===== config.mk =====
export PLATFORM = sky130hd
export DESIGN_NAME = mem_port_arb
export DESIGN_NICKNAME = d
export VERILOG_FILES = /design/src/rtl/mem_port_arb.sv
export SDC_FILE = /design/constraint.sdc
export NUM_CORES = 1
export LEC_CHECK = 0
export CORE_AREA = 2 2 107 109
export DETAILED_ROUTE_END_ITERATION = 7
export DIE_AREA = 0 0 109 111
export PLACE_DENSITY = 0.77
export SYNTH_ARGS = -nofsm -noshare
export SYNTH_HDL_FRONTEND = slang
export SYNTH_SLANG_ARGS = --single-unit
export TNS_END_PERCENT = 5

===== constraint.sdc =====
create_clock -name clk -period 2.15 [get_ports clk]
set_input_delay 0.43 -clock clk [delete_from_list [all_inputs] [get_ports clk]]
set_output_delay 0.43 -clock clk [all_outputs]
set_load 0.02 [all_outputs]

===== src/rtl/mem_port_arb.sv =====
// Single-port SRAM arbiter between instruction fetch and load/store, one transaction in flight.
// Define ARB_STARVE_EN to let fetch win after STARVE_MAX consecutive contested losses.
module mem_port_arb #(
  parameter int RD_LAT     = 2,
  parameter int STARVE_MAX = 4
) (
  input  logic        clk,
  input  logic        rst,
  input  logic        if_req,
  input  logic [31:0] if_addr,
  output logic        if_gnt,
  output logic        if_rvalid,
  output logic [31:0] if_rdata,
  input  logic        ls_req,
  input  logic [3:0]  ls_we,
  input  logic [31:0] ls_addr,
  input  logic [31:0] ls_wdata,
  output logic        ls_gnt,
  output logic        ls_rvalid,
  output logic [31:0] ls_rdata,
  output logic        sram_en,
  output logic [3:0]  sram_we,
  output logic [31:0] sram_addr,
  output logic [31:0] sram_wdata,
  input  logic [31:0] sram_rdata,
  output logic        stallreq_if,
  output logic        stallreq_ls
);

  typedef enum logic [1:0] {IDLE, WAIT, RESP} state_t;

  state_t      state_q, state_d;
  logic [2:0]  cnt_q, cnt_d;
  logic        ownerLs_q, ownerLs_d;
  logic [31:0] ifRdata_q, ifRdata_d;
  logic [31:0] lsRdata_q, lsRdata_d;
  logic        issue;
  logic        lsWins;
  logic        isStore;

  // Issue is suppressed while reset is held so the SRAM port stays quiet.
  assign issue   = (state_q == IDLE) & rst & (if_req | ls_req);
  assign isStore = lsWins & (ls_we != 4'b0000);

`ifdef ARB_STARVE_EN
  logic [3:0] starve_q, starve_d;

  assign lsWins = ls_req & ~(if_req & (starve_q == 4'(STARVE_MAX)));

  always_comb begin
    starve_d = starve_q;
    if (issue && !lsWins)
      starve_d = 4'd0;
    else if (issue && if_req)
      starve_d = starve_q + 4'd1;
  end

  always_ff @(posedge clk or negedge rst) begin
    if (!rst)
      starve_q <= 4'd0;
    else
      starve_q <= starve_d;
  end
`else
  assign lsWins = ls_req;
`endif

  always_ff @(posedge clk or negedge rst) begin
    if (!rst) begin
      state_q   <= IDLE;
      cnt_q     <= 3'd0;
      ownerLs_q <= 1'b0;
      ifRdata_q <= 32'h0;
      lsRdata_q <= 32'h0;
    end else begin
      state_q   <= state_d;
      cnt_q     <= cnt_d;
      ownerLs_q <= ownerLs_d;
      ifRdata_q <= ifRdata_d;
      lsRdata_q <= lsRdata_d;
    end
  end

  always_comb begin
    state_d   = state_q;
    cnt_d     = cnt_q;
    ownerLs_d = ownerLs_q;
    ifRdata_d = ifRdata_q;
    lsRdata_d = lsRdata_q;
    case (state_q)
      IDLE: begin
        if (issue) begin
          ownerLs_d = lsWins;
          cnt_d     = 3'(RD_LAT - 1);
          state_d   = isStore ? RESP : WAIT;
        end
      end
      WAIT: begin
        if (cnt_q == 3'd0) begin
          if (ownerLs_q)
            lsRdata_d = sram_rdata;
          else
            ifRdata_d = sram_rdata;
          state_d = RESP;
        end else begin
          cnt_d = cnt_q - 3'd1;
        end
      end
      RESP:    state_d = IDLE;
      default: state_d = IDLE;
    endcase
  end

  always_comb begin
    if_gnt     = issue & ~lsWins;
    ls_gnt     = issue & lsWins;
    sram_en    = issue;
    sram_we    = 4'b0000;
    sram_addr  = 32'h0;
    sram_wdata = 32'h0;
    if (issue) begin
      if (lsWins) begin
        sram_we    = ls_we;
        sram_addr  = ls_addr;
        sram_wdata = ls_wdata;
      end else begin
        sram_addr  = if_addr;
      end
    end
    if_rvalid   = (state_q == RESP) & ~ownerLs_q;
    ls_rvalid   = (state_q == RESP) & ownerLs_q;
    if_rdata    = ifRdata_q;
    ls_rdata    = lsRdata_q;
    stallreq_if = if_req & ~if_rvalid;
    stallreq_ls = ls_req & ~ls_rvalid;
  end

endmodule


==> results.toml, run 1 <==
[sta]
setup_violations = 35
final.min_clock_period_ns = 2.31
slew_violations = 0
max_slew_margin = 0.458
tightest_slew_ns = 0.813
max_freq_mhz = 433
finClkSkew_ns = 0.00911
period_share = 1.07
rsz0062_at_grt = "yes"
fin_setup_tns_ns = -4.49
finalHoldViolations = 0
setup_ws_ns = -0.160

[global_routing]
grt_pass1_vias = 3592
antenna_found_initial = 0
overflow = 0
track_usage = 0.205
grt_pass1_wl_mm = 19.2
grt_max_degree = 65

[cells_and_area]
final_nets = 683
drive_gt1_frac = 0.218
ff_latch_area_um2 = 1750
antennaDiodeCount = 0
fin_util = 0.605
fillers = 922
multiInputGateArea_um2 = 1480
area_growth_pct = 100

[yosys]
synth_area_per_cell_um2 = 13.0
synth_top_family_by_area = "multiplexers"
synth.cell_area_um2 = 3340
synthAdderAreaFrac = 0.00749
yosys.area_share.simple = 0.106
synthCells = 257
synth_ff_type = "dfrtp_1"
ys_warn_count = 0
syn_nets = 395
synthXorXnorAreaFrac = 0
synth_compound_area_frac = 0.108
ys_seq_area_frac = 0.524
synth_edf_count = 0
ys_types = 31
ys_ff_latch = 70
synthMuxAreaShare = 0.216
ys_async_sr_fraction = 1.00

[clock_tree]
ctsLongestPathBuffers = 2
cts.sinks = 70
cts_tree = "yes"
htreeDepth = 3
clk_latency_ns = 0.32
clkTransAtPathRegs_ns = 0.05
cts_made_buffers = 9
cts_root_buf = "clkbuf_16"
cts_hold_buffers = 0

[routing]
wl_per_cell_um = 18.8
routed_wl_mm = 13.0
drt_first_iter_violations = 171
vias = 3330
viasPerCell = 4.81
drtAntennaViolNets = 0
drcViolationCount = 0
first_pass_iters = 4

[placement]
globalplace.congestion = 0.792
place_hpwl_mm = 9.77
portBuffers = 274

[power]
pwr-share-clk = 0.208
power_density_nw_per_um2 = 1140
switching_share = 0.356
cellLeakagePower_uw = 0.00308
peakVddDrop_v = 0.000747
seqPwrFrac = 0.287
netSwitchingPower_uw = 2720
power_uw = 7640
internal-power_uw = 4920
comb_power_share = 0.506

[floorplanning]
core_um2 = 11100
initial_core_util = 0.302
ios = 275
die_w_um = 109
num_rows = 39
die-area_um2 = 12100
die_y_um = 111

[worst_setup_path]
r2r_start = "cnt_q[0]"
startpoint_type = "register"
cp.required_ns = 1.72
worstSetupPathType = "reg -> out"
end_kind = "output pin"
cp_data_arrival_time_ns = 1.88
startpoint = "state_q[0]"
critPathMaxFanout = 9

[run]
maxCapViolations = 0

[run_status]
violations = "negative setup slack"
status = "finished, violations left"

[worst_hold_path]
hp-class = "in -> async"
==> critical path, cell delays in order, from the launching register on <==
cell and delay (ns):
dfrtp_1 0.37, or3b_4 0.42, nor3b_4 0.18, buf_6 0.15, buf_6 0.15, a22o_1 0.13
buf_2 0.16
==> final timing paths <==
kind                       slack, ns       endpoint  depth (start not counted)
min in group clk                0.49   if_rdata[20]                          1
min                             0.06       cnt_q[0]                          2
max in group asynchronous       1.27   if_rdata[24]                          2
max reg2reg                     0.27   ls_rdata[26]                          6
max                            -0.16  sram_addr[24]                          6
min reg2reg                     0.49   if_rdata[20]                          1
==> power groups by stage <==
stage               logic [µW]  registers (µW)  clock network (µW)
global route              4080            2260                1690
global placement          3730            2170                   0
CTS                       3780            2190                1630
finish                    3860            2190                1590
detailed placement        3800            2210                   0
floorplan                 1090            2850                   0
==> cell families after synthesis <==
family | after synthesis
compound gates | 43
fa+ha+maj | 2
buf+inv | 25
flops | 70
mux | 64
simple gates | 53
==> registers in the layout (all words and copies together), names as in the netlist <==
signal	cells
ls_rdata	32
state_q	2
cnt_q	3
ownerLs_q	1
if_rdata	32
==> final cells by class <==
type	count	area share
multi-input cells	162	0.221
well taps	143	0.0267
flip-flops and latches	70	0.261
inverters	4	0.00224
repair buffers	298	0.440
clock inverters	6	0.0140
clock buffers	10	0.0342
==> Yosys cell counts, types with 2 or more instances <==
library cell | n | area, µm²
a22o_1 | 32 | 280
and3_1 | 36 | 225
buf_2 | 11 | 55.1
buf_6 | 3 | 33.8
clkbuf_1 | 7 | 26.3
dfrtp_1 | 70 | 1750
ha_1 | 2 | 25.0
inv_1 | 4 | 15.0
mux2_1 | 62 | 698
mux2_2 | 2 | 22.5
nor2_1 | 3 | 11.3
nor2b_1 | 4 | 25.0
o21ai_0 | 3 | 15.0
==> per-layer routing <==
metal / track usage / routed length, µm
met5: 0 / 0
met4: 0.0769 / 224
met3: 0.0735 / 1270
met2: 0.357 / 6590
met1: 0.226 / 4950
==> timing repair <==
| action | 4_1_cts | 5_1_grt |
|---|---|---|
| pin swaps | 4 | 7 |
| gates resized for setup | 328 | 85 |
| buffers inserted | 2 | 2 |
| setup endpoints to repair | 75 | 71 |
| gates cloned | 2 | 3 |
==> placed cells by master (no fill, tap or decap), drive strengths merged, types with 4 or more instances in the layout <==
cell and instances:
clkdlybuf4s50 198, buf 96, dfrtp 70, mux2 64
and3 36, a22o 32, clkbuf 11, inv 5
nor2b 4
==> through the flow <==
stage          setup WS [ns]  std cells  hold slack [ns]  instance area, µm²
5_1_grt               -0.238        693           0.0570                6700
2_1_floorplan         0.0604        257            0.134                3340
6_report              -0.160        693           0.0593                6700
3_3_place_gp          -0.517        670            0.386                6320
3_5_place_dp          -0.545        670            0.392                6320
4_1_cts               -0.204        690           0.0444                6480
No activity file was read; power rests on OpenSTA's default activity.
==> run 2: changes to the inputs <==
--- a/config.mk
+++ b/config.mk
@@ -5,6 +5,7 @@
 export SDC_FILE = /design/constraint.sdc
 export NUM_CORES = 1
 export LEC_CHECK = 0
+export CAP_MARGIN = 30
 export CORE_AREA = 2 2 107 109
 export DETAILED_ROUTE_END_ITERATION = 7
 export DIE_AREA = 0 0 109 111
==> results of run 2 <==
The final DEF is identical to that of run 1; final timing and power are the same.
